===== config.mk =====
export PLATFORM = sky130hd
export DESIGN_NAME = data_mem_resp_flat
export DESIGN_NICKNAME = d
export VERILOG_FILES = /design/src/rtl/data_mem_resp_if.sv /design/src/rtl/data_mem_resp.sv /design/src/flat_wrapper.sv
export SDC_FILE = /design/constraint.sdc
export NUM_CORES = 2
export LEC_CHECK = 0
export CAP_MARGIN = 20
export CORE_AREA = 5 5 639 641
export DETAILED_ROUTE_END_ITERATION = 12
export DIE_AREA = 0 0 644 646
export HOLD_SLACK_MARGIN = 0.03
export SLEW_MARGIN = 15
export SYNTH_ARGS = -nofsm -noshare
export SYNTH_HDL_FRONTEND = slang
export SYNTH_SLANG_ARGS = --single-unit

===== constraint.sdc =====
create_clock -name clk -period 12.3 [get_ports clk]
set_input_delay 2.46 -clock clk [delete_from_list [all_inputs] [get_ports clk]]
set_output_delay 2.46 -clock clk [all_outputs]
set_load 0.005 [all_outputs]

===== src/rtl/data_mem_resp_if.sv =====
// Request/response bus between the CPU load/store port and the data-memory responder.
//   master : CPU side   - drives req_valid/req_write/req_addr/req_wdata
//   slave  : responder  - drives req_ready/resp_valid/resp_rdata/resp_err/busy
interface data_mem_resp_if #(
  parameter int unsigned DATA_W = 16,
  parameter int unsigned ADDR_W = 16
);

  logic              req_valid;
  logic              req_ready;
  logic              req_write;
  logic [ADDR_W-1:0] req_addr;
  logic [DATA_W-1:0] req_wdata;
  logic              resp_valid;
  logic [DATA_W-1:0] resp_rdata;
  logic              resp_err;
  logic              busy;

  modport master (
    output req_valid,
    output req_write,
    output req_addr,
    output req_wdata,
    input  req_ready,
    input  resp_valid,
    input  resp_rdata,
    input  resp_err,
    input  busy
  );

  modport slave (
    input  req_valid,
    input  req_write,
    input  req_addr,
    input  req_wdata,
    output req_ready,
    output resp_valid,
    output resp_rdata,
    output resp_err,
    output busy
  );

endinterface


===== src/rtl/data_mem_resp.sv =====
// Data-memory responder: serves one word load/store at a time from an internal
// register array, with a fixed access latency and a one-cycle response pulse.
// Ports:
//   clk  - system clock, rising edge
//   rst  - asynchronous active-low reset
//   bus  - data_mem_resp_if.slave (request handshake, response, busy)
// Optional feature macro: DATA_MEM_ADDR_ERR_EN
//   defined   : misaligned or out-of-range addresses complete with resp_err=1,
//               resp_rdata=0 and no array write
//   undefined : resp_err is always 0, word index wraps modulo DEPTH
module data_mem_resp #(
  parameter int unsigned DATA_W  = 16,
  parameter int unsigned ADDR_W  = 16,
  parameter int unsigned DEPTH   = 256,
  parameter int unsigned LATENCY = 2
) (
  input  logic            clk,
  input  logic            rst,
  data_mem_resp_if.slave  bus
);

  localparam int unsigned IDX_W = $clog2(DEPTH);
  localparam int unsigned CNT_W = $clog2(LATENCY) + 1;
  localparam logic [CNT_W-1:0] CNT_LOAD = CNT_W'(LATENCY - 1);

  typedef enum logic [1:0] {
    IDLE   = 2'd0,
    ACCESS = 2'd1,
    RESP   = 2'd2
  } state_t;

  state_t            state;
  logic [CNT_W-1:0]  cnt;

  // Request captured at the accept edge
  logic              write_q;
  logic [IDX_W-1:0]  idx_q;
  logic [DATA_W-1:0] wdata_q;
  logic              err_q;

  // Registered outputs
  logic              req_ready_q;
  logic              resp_valid_q;
  logic [DATA_W-1:0] resp_rdata_q;
  logic              resp_err_q;
  logic              busy_q;

  logic [DATA_W-1:0] mem [DEPTH];

  logic [IDX_W-1:0]  req_idx_c;
  logic              req_err_c;
  logic              commit_c;

  // Word index: byte address with the byte-select bit dropped
  assign req_idx_c = bus.req_addr[IDX_W:1];

`ifdef DATA_MEM_ADDR_ERR_EN
  // Misaligned, or any address bit above the array's word range set
  assign req_err_c = bus.req_addr[0] | ((bus.req_addr >> (IDX_W + 1)) != '0);
`else
  // Byte-select and upper bits are don't-care; indices wrap
  logic unused_addr_bits;
  assign unused_addr_bits = ^{bus.req_addr[0], bus.req_addr >> (IDX_W + 1)};
  assign req_err_c = 1'b0;
`endif

  // Last ACCESS cycle: the edge that moves to RESP commits the access
  assign commit_c = (state == ACCESS) && (cnt == '0);

  // Array storage, deliberately not reset; reset forces IDLE so no stray commit
  always_ff @(posedge clk) begin
    if (commit_c && write_q && !err_q) begin
      mem[idx_q] <= wdata_q;
    end
  end

  // Control FSM with registered handshake/response outputs
  always_ff @(posedge clk or negedge rst) begin
    if (!rst) begin
      state        <= IDLE;
      cnt          <= '0;
      write_q      <= 1'b0;
      idx_q        <= '0;
      wdata_q      <= '0;
      err_q        <= 1'b0;
      req_ready_q  <= 1'b1;
      resp_valid_q <= 1'b0;
      resp_rdata_q <= '0;
      resp_err_q   <= 1'b0;
      busy_q       <= 1'b0;
    end else begin
      case (state)
        IDLE: begin
          resp_err_q <= 1'b0;
          if (bus.req_valid) begin
            write_q     <= bus.req_write;
            idx_q       <= req_idx_c;
            wdata_q     <= bus.req_wdata;
            err_q       <= req_err_c;
            cnt         <= CNT_LOAD;
            state       <= ACCESS;
            req_ready_q <= 1'b0;
            busy_q      <= 1'b1;
          end
        end

        ACCESS: begin
          if (cnt != '0) begin
            cnt <= cnt - CNT_W'(1);
          end else begin
            state        <= RESP;
            resp_valid_q <= 1'b1;
            resp_err_q   <= err_q;
            // Stores and errored requests return zero data
            resp_rdata_q <= (write_q || err_q) ? '0 : mem[idx_q];
          end
        end

        RESP: begin
          state        <= IDLE;
          resp_valid_q <= 1'b0;
          resp_err_q   <= 1'b0;
          req_ready_q  <= 1'b1;
          busy_q       <= 1'b0;
        end

        default: begin
          state        <= IDLE;
          resp_valid_q <= 1'b0;
          req_ready_q  <= 1'b1;
          busy_q       <= 1'b0;
        end
      endcase
    end
  end

  assign bus.req_ready  = req_ready_q;
  assign bus.resp_valid = resp_valid_q;
  assign bus.resp_rdata = resp_rdata_q;
  assign bus.resp_err   = resp_err_q;
  assign bus.busy       = busy_q;

endmodule


===== src/flat_wrapper.sv =====
// flat-port wrapper written by rule: the top's interface ports become plain ports
module data_mem_resp_flat 
#(
  parameter int unsigned DATA_W  = 16,
  parameter int unsigned ADDR_W  = 16,
  parameter int unsigned DEPTH   = 256,
  parameter int unsigned LATENCY = 2
)
  (clk, rst, bus_req_valid, bus_req_write, bus_req_addr, bus_req_wdata, bus_req_ready, bus_resp_valid, bus_resp_rdata, bus_resp_err, bus_busy);
  data_mem_resp_if #(.DATA_W(DATA_W), .ADDR_W(ADDR_W)) bus_i ();
  input  logic clk;
  input  logic rst;
  input wire logic [$bits(bus_i.req_valid)-1:0] bus_req_valid;
  input wire logic [$bits(bus_i.req_write)-1:0] bus_req_write;
  input wire logic [$bits(bus_i.req_addr)-1:0] bus_req_addr;
  input wire logic [$bits(bus_i.req_wdata)-1:0] bus_req_wdata;
  output wire logic [$bits(bus_i.req_ready)-1:0] bus_req_ready;
  output wire logic [$bits(bus_i.resp_valid)-1:0] bus_resp_valid;
  output wire logic [$bits(bus_i.resp_rdata)-1:0] bus_resp_rdata;
  output wire logic [$bits(bus_i.resp_err)-1:0] bus_resp_err;
  output wire logic [$bits(bus_i.busy)-1:0] bus_busy;
  assign bus_i.req_valid = bus_req_valid;
  assign bus_i.req_write = bus_req_write;
  assign bus_i.req_addr = bus_req_addr;
  assign bus_i.req_wdata = bus_req_wdata;
  assign bus_req_ready = bus_i.req_ready;
  assign bus_resp_valid = bus_i.resp_valid;
  assign bus_resp_rdata = bus_i.resp_rdata;
  assign bus_resp_err = bus_i.resp_err;
  assign bus_busy = bus_i.busy;
  data_mem_resp #(.DATA_W(DATA_W), .ADDR_W(ADDR_W), .DEPTH(DEPTH), .LATENCY(LATENCY)) u_core (.clk(clk), .rst(rst), .bus(bus_i));
endmodule

# Word-level counts from Yosys, hierarchy flattened
# Memories as Yosys holds them, arrays and structs flattened.
# Index checks and enable logic that the tools add are counted.
totals:
  reg_bits: 49
  mem_bits_rw: 4096
  input_bits: 36
  out_inout_bits: 20
  elab_cells: 51
  n_memories: 1
mem_list:
  columns: ["memory", "words", "word_bits", "rd", "rd_ports_with_merged_regs", "write_ports", "line", "rtl"]
  rows:
  - ["u_core.mem", 256, 16, 1, 0, 1, "data_mem_resp.sv:48", "logic [DATA_W-1:0] mem [DEPTH];"]
classes:
  add_sub_neg: 1
  eq_ne: 5
  mux: 16
  n_bitwise: 3
  reduce_logical: 15
ops:
  columns: ["operator", "count"]
  rows:
  - ["$mux 16", 1]
  - ["$reduce_and 2->1", 6]
  - ["$pmux 1 s2", 4]
  - ["$pmux 2 s2", 2]
  - ["$mux 1", 6]
  - ["$mux 2", 3]
  - ["$ne 2x2->1 const B", 3]
  - ["$reduce_bool 2->1", 3]
  - ["$logic_not 2->1", 2]
  - ["$not 1->1", 3]
  - ["$reduce_and 3->1", 1]
  - ["$eq 2x1->1 const B", 1]
  - ["$eq 2x2->1 const B", 1]
  - ["$logic_and 1x1->1", 2]
  - ["$reduce_or 2->1", 1]
  - ["$sub 2x1->2 const B", 1]

# Logic depth before layout (Yosys ltp)
logic_depth:
  depth_word: 5
  depth_mapped: 13
  ltp_nobuf: 10

# Worst setup path before layout
# Ideal clock, no wire load.
synth_timing:
  path_kind: "flip-flop to flip-flop"
  from: "reg u_core.wdata_q[0]"
  to: "mem u_core.mem[0][0], data pin"
  setup_time_ns: 0.803
  t_arrival_ns: 3.181
  t_required_ns: 11.497
  path_slack_ns: 8.316
  stages_incl_launch_ff: 1
  n_path_buf: 0
  period_less_slack_ns: 3.984
  cell_sequence: "dfrtp_1"
synth_rtl:
  columns: ["element", "line", "rtl"]
  rows:
  - ["start: declaration", "data_mem_resp.sv:38", "logic [DATA_W-1:0] wdata_q;"]
  - ["start signal: assignment", "data_mem_resp.sv:98", "wdata_q <= bus.req_wdata;"]
  - ["end: declaration", "data_mem_resp.sv:48", null]
# No word-level cell before the write port.

# Worst setup path after layout
layout_timing:
  from: "reg u_core.idx_q[1]"
  to: "reg u_core.resp_rdata_q[3], in the netlist u_core.bus.resp_rdata[3]"
layout_via:
  elab_chain_len: 2
layout_rtl:
  columns: ["element", "line", "rtl"]
  rows:
  - ["start: declaration", "data_mem_resp.sv:37", "logic [IDX_W-1:0] idx_q;"]
  - ["start signal: assignment", "data_mem_resp.sv:97", "idx_q <= req_idx_c;"]
  - ["$mem_v2 256x16", null, null]
  - ["$mux 16", "data_mem_resp.sv:115", "resp_rdata_q <= (write_q || err_q) ? '0 : mem[idx_q];"]
  - ["end signal: assignment", "data_mem_resp.sv:115", null]
  - ["end: declaration", "data_mem_resp.sv:44", "logic [DATA_W-1:0] resp_rdata_q;"]
# Every way passes these cells.
# A chain may end at the register's enable or synchronous reset.

==> flow_metrics.py <==
metrics = {
    "critical_path": {
        "startpoint_type": "register",
        "crit_path_max_fanout": 131,
        "cp-end-kind": "register",
        "crit_arrival_ns": 6.83,
        "criticalPathCategory": "reg2reg",
        "required_ns": 13.12,
    },
    "global_route": {
        "grt_pass1_vias": 79060,
        "grt_pass1_wl_um": 589300,
        "antenna_found_initial": 16,
        "grtUsageTotal_pct": 19.47,
        "grt_max_degree": 198,
        "grt-ovfl-total": 0,
    },
    "synthesis": {
        "synth_cell_type_count": 72,
        "synth_top_family_by_area": "multiplexers",
        "async_flop_share_pct": 1.158,
        "synthCells": 7695,
        "avgSynthCellArea_sq_um": 20.78,
        "synth_compound_area_share_pct": 3.259,
        "synthSimpleGateAreaFrac_pct": 2.635,
        "synthFlopType": "edfxtp_1",
        "netlist_area_sq_um": 159900,
        "synthAdderAreaFrac_pct": 0.007824,
        "ys_ff_latch": 4144,
        "synth-edff-count": 4096,
        "ys_warn_count": 0,
        "syn-num-nets": 7732,
        "seq_area_frac_synth_pct": 77.66,
        "synthMuxAreaShare_pct": 14.82,
        "synth_xor_area_share_pct": 0,
    },
    "drt": {
        "drt_iter0_drc": 9158,
        "dr.pass1.iters": 6,
        "ant_nets": 0,
        "wl_per_cell_um": 30.17,
        "vias": 78950,
        "drc": 0,
        "vias_per_cell": 5.733,
        "drt_wl_total_um": 415500,
    },
    "clocking": {
        "htreeDepth": 5,
        "cts_tree": "yes",
        "numCtsBuffers": 419,
        "path_clk_slew_ns": 0.06,
        "hold_buffers": 0,
        "cts_setup_buffers": 0,
        "cts_num_sinks": 4144,
        "clk_latency_ns": 0.98,
        "cts_buffer_depth": 4,
        "root_buffer": "clkbuf_16",
        "cts_resized": 0,
    },
    "timing": {
        "relSlewSlack_pct": 20.05,
        "period_minus_slack_ns": 6.011,
        "rsz0062_at_grt": "no",
        "hold_viol": 0,
        "tightest_slew_ns": 1.199,
        "slew_viol_final": 0,
        "setup_violations": 0,
        "final.setup_skew_ns": 0.07415,
        "fmax_mhz": 166.4,
        "fin_setup_tns_ns": 0,
        "worst_slack_ns": 6.289,
        "post-route-period-util_pct": 48.87,
        "fin_hold_ws_ns": 0.4916,
    },
    "die": {
        "start_util_pct": 39.81,
        "io_pins": 56,
        "die_y_um": 646,
        "die_area_sq_um": 416000,
        "coreArea_sq_um": 401700,
        "die_w_um": 644,
        "num_rows": 233,
    },
    "placement": {
        "post-place-ws_ns": 6.270,
        "placed_cell_area_sq_um": 168000,
        "port_buffers": 46,
        "placedCellCount": 12970,
        "dp_hpwl_um": 241300,
        "place_congestion": 0.8110,
    },
    "cells_and_area": {
        "syn_to_final_growth_pct": 13.80,
        "final_cell_mix": "edfxtp_1, mux4_2, mux2i_1",
        "design_area_sq_um": 182000,
        "drive_gt1_share_pct": 23.67,
        "nets": 8146,
        "final_common_cell": "edfxtp_1",
        "fin_cells": 13770,
        "postLayoutCoreUtil_pct": 45.30,
    },
    "power": {
        "powerDensity_nw_per_um2": 236.5,
        "finalPower_mw": 43.04,
        "vdd_drop_max_uv": 291.2,
        "leakage_nw": 56.93,
    },
    "outcome": {
        "outcome": "completed",
    },
    "worst_hold_path": {
        "hold_path.class": "reg2reg",
    },
    "run": {
        "cap_violations": 0,
    },
}
synth_stat cells, types with 21 or more instances:
master	number	area, sq um
buf_1	23	86.33
o211ai_1	60	450.4
clkbuf_1	179	671.9
a221oi_1	23	201.4
dfrtp_1	47	1176
buf_6	40	450.4
edfxtp_1	4096	123000
nor2b_1	26	162.7
a21oi_1	225	1126
mux2_2	98	1104
and3_1	21	131.4
o21ai_0	114	570.6
mux2i_1	450	4504
nor3_1	48	240.2
nand3_1	108	540.5
buf_2	126	630.6
mux4_2	803	18080
nand2_1	262	983.4
nor2_1	376	1411
buf_4	84	630.6
nand4_1	46	287.8
o22ai_1	49	306.5
a22oi_1	117	878.3
worst paths after layout:
kind | from | endpoint | slack [ns] | cells past startpoint
max | u_core.idx_q[1] | u_core.bus.resp_rdata[3] | 6.29 | 9
min in group asynchronous | rst | u_core.wdata_q[6] | 1.33 | 1
max in group asynchronous | rst | u_core.wdata_q[1] | 9.79 | 2
min reg2reg | u_core.bus.resp_valid | u_core.bus.resp_valid | 0.49 | 1
min | u_core.bus.resp_valid | u_core.bus.resp_valid | 0.49 | 1
max reg2reg | u_core.idx_q[1] | u_core.bus.resp_rdata[3] | 6.29 | 9
cell families after synthesis:
kind of cell             Yosys count
multiplexers                    1351
buffers and inverters            467
adder cells (fa/ha/maj)            1
other                              1
AND/OR/NAND/NOR                  949
flip-flops                      4144
AO/OA/AOI/OAI                    782
cell type report:
type                            instances  area (sq um)
Fill cell                           33480        219700
Sequential cell                      4144        124300
Multi-Input combinational cell       3084         33420
Clock buffer                          527         11180
Tap cell                             5287          6615
Timing Repair Buffer                  452          3807
Clock inverter                        259          2621
Inverter                                8         35.03
Antenna cell                           10         25.02
worst max-delay path, stage by stage, from the launching register on:
cell and delay, ns:
dfrtp_4 1.10, buf_12 0.54, buf_12 0.64, buf_4 0.83, mux4_2 0.61, nor4bb_1 0.17
a2111oi_0 0.58, nand4_1 0.40, a221oi_1 0.41, o41ai_1 0.11
registers in the layout (all words and copies together), names as in the netlist:
register               cells
u_core.mem              4096
u_core.bus.resp_rdata     16
u_core.wdata_q            16
u_core.idx_q               8
u_core.cnt                 2
u_core.state               2
u_core.bus.busy            1
u_core.bus.req_ready       1
u_core.bus.resp_valid      1
u_core.write_q             1
report_power, final:
part | total [mW] | switching, mW | internal (mW)
clock network | 12.8 | 5.35 | 7.41
logic | 11.8 | 7.87 | 3.88
registers | 18.5 | 0.721 | 17.8
per-layer routing:
metal  vias up  global-route usage (%)  wire (um)
met5         -                       0         35
met4         2                   6.275      14990
met3       608                   3.871      33880
met2      3319                   31.07     197800
met1     42180                   27.05     168800
li1      32850                       -          -
Power figures use the tool's default switching activity.
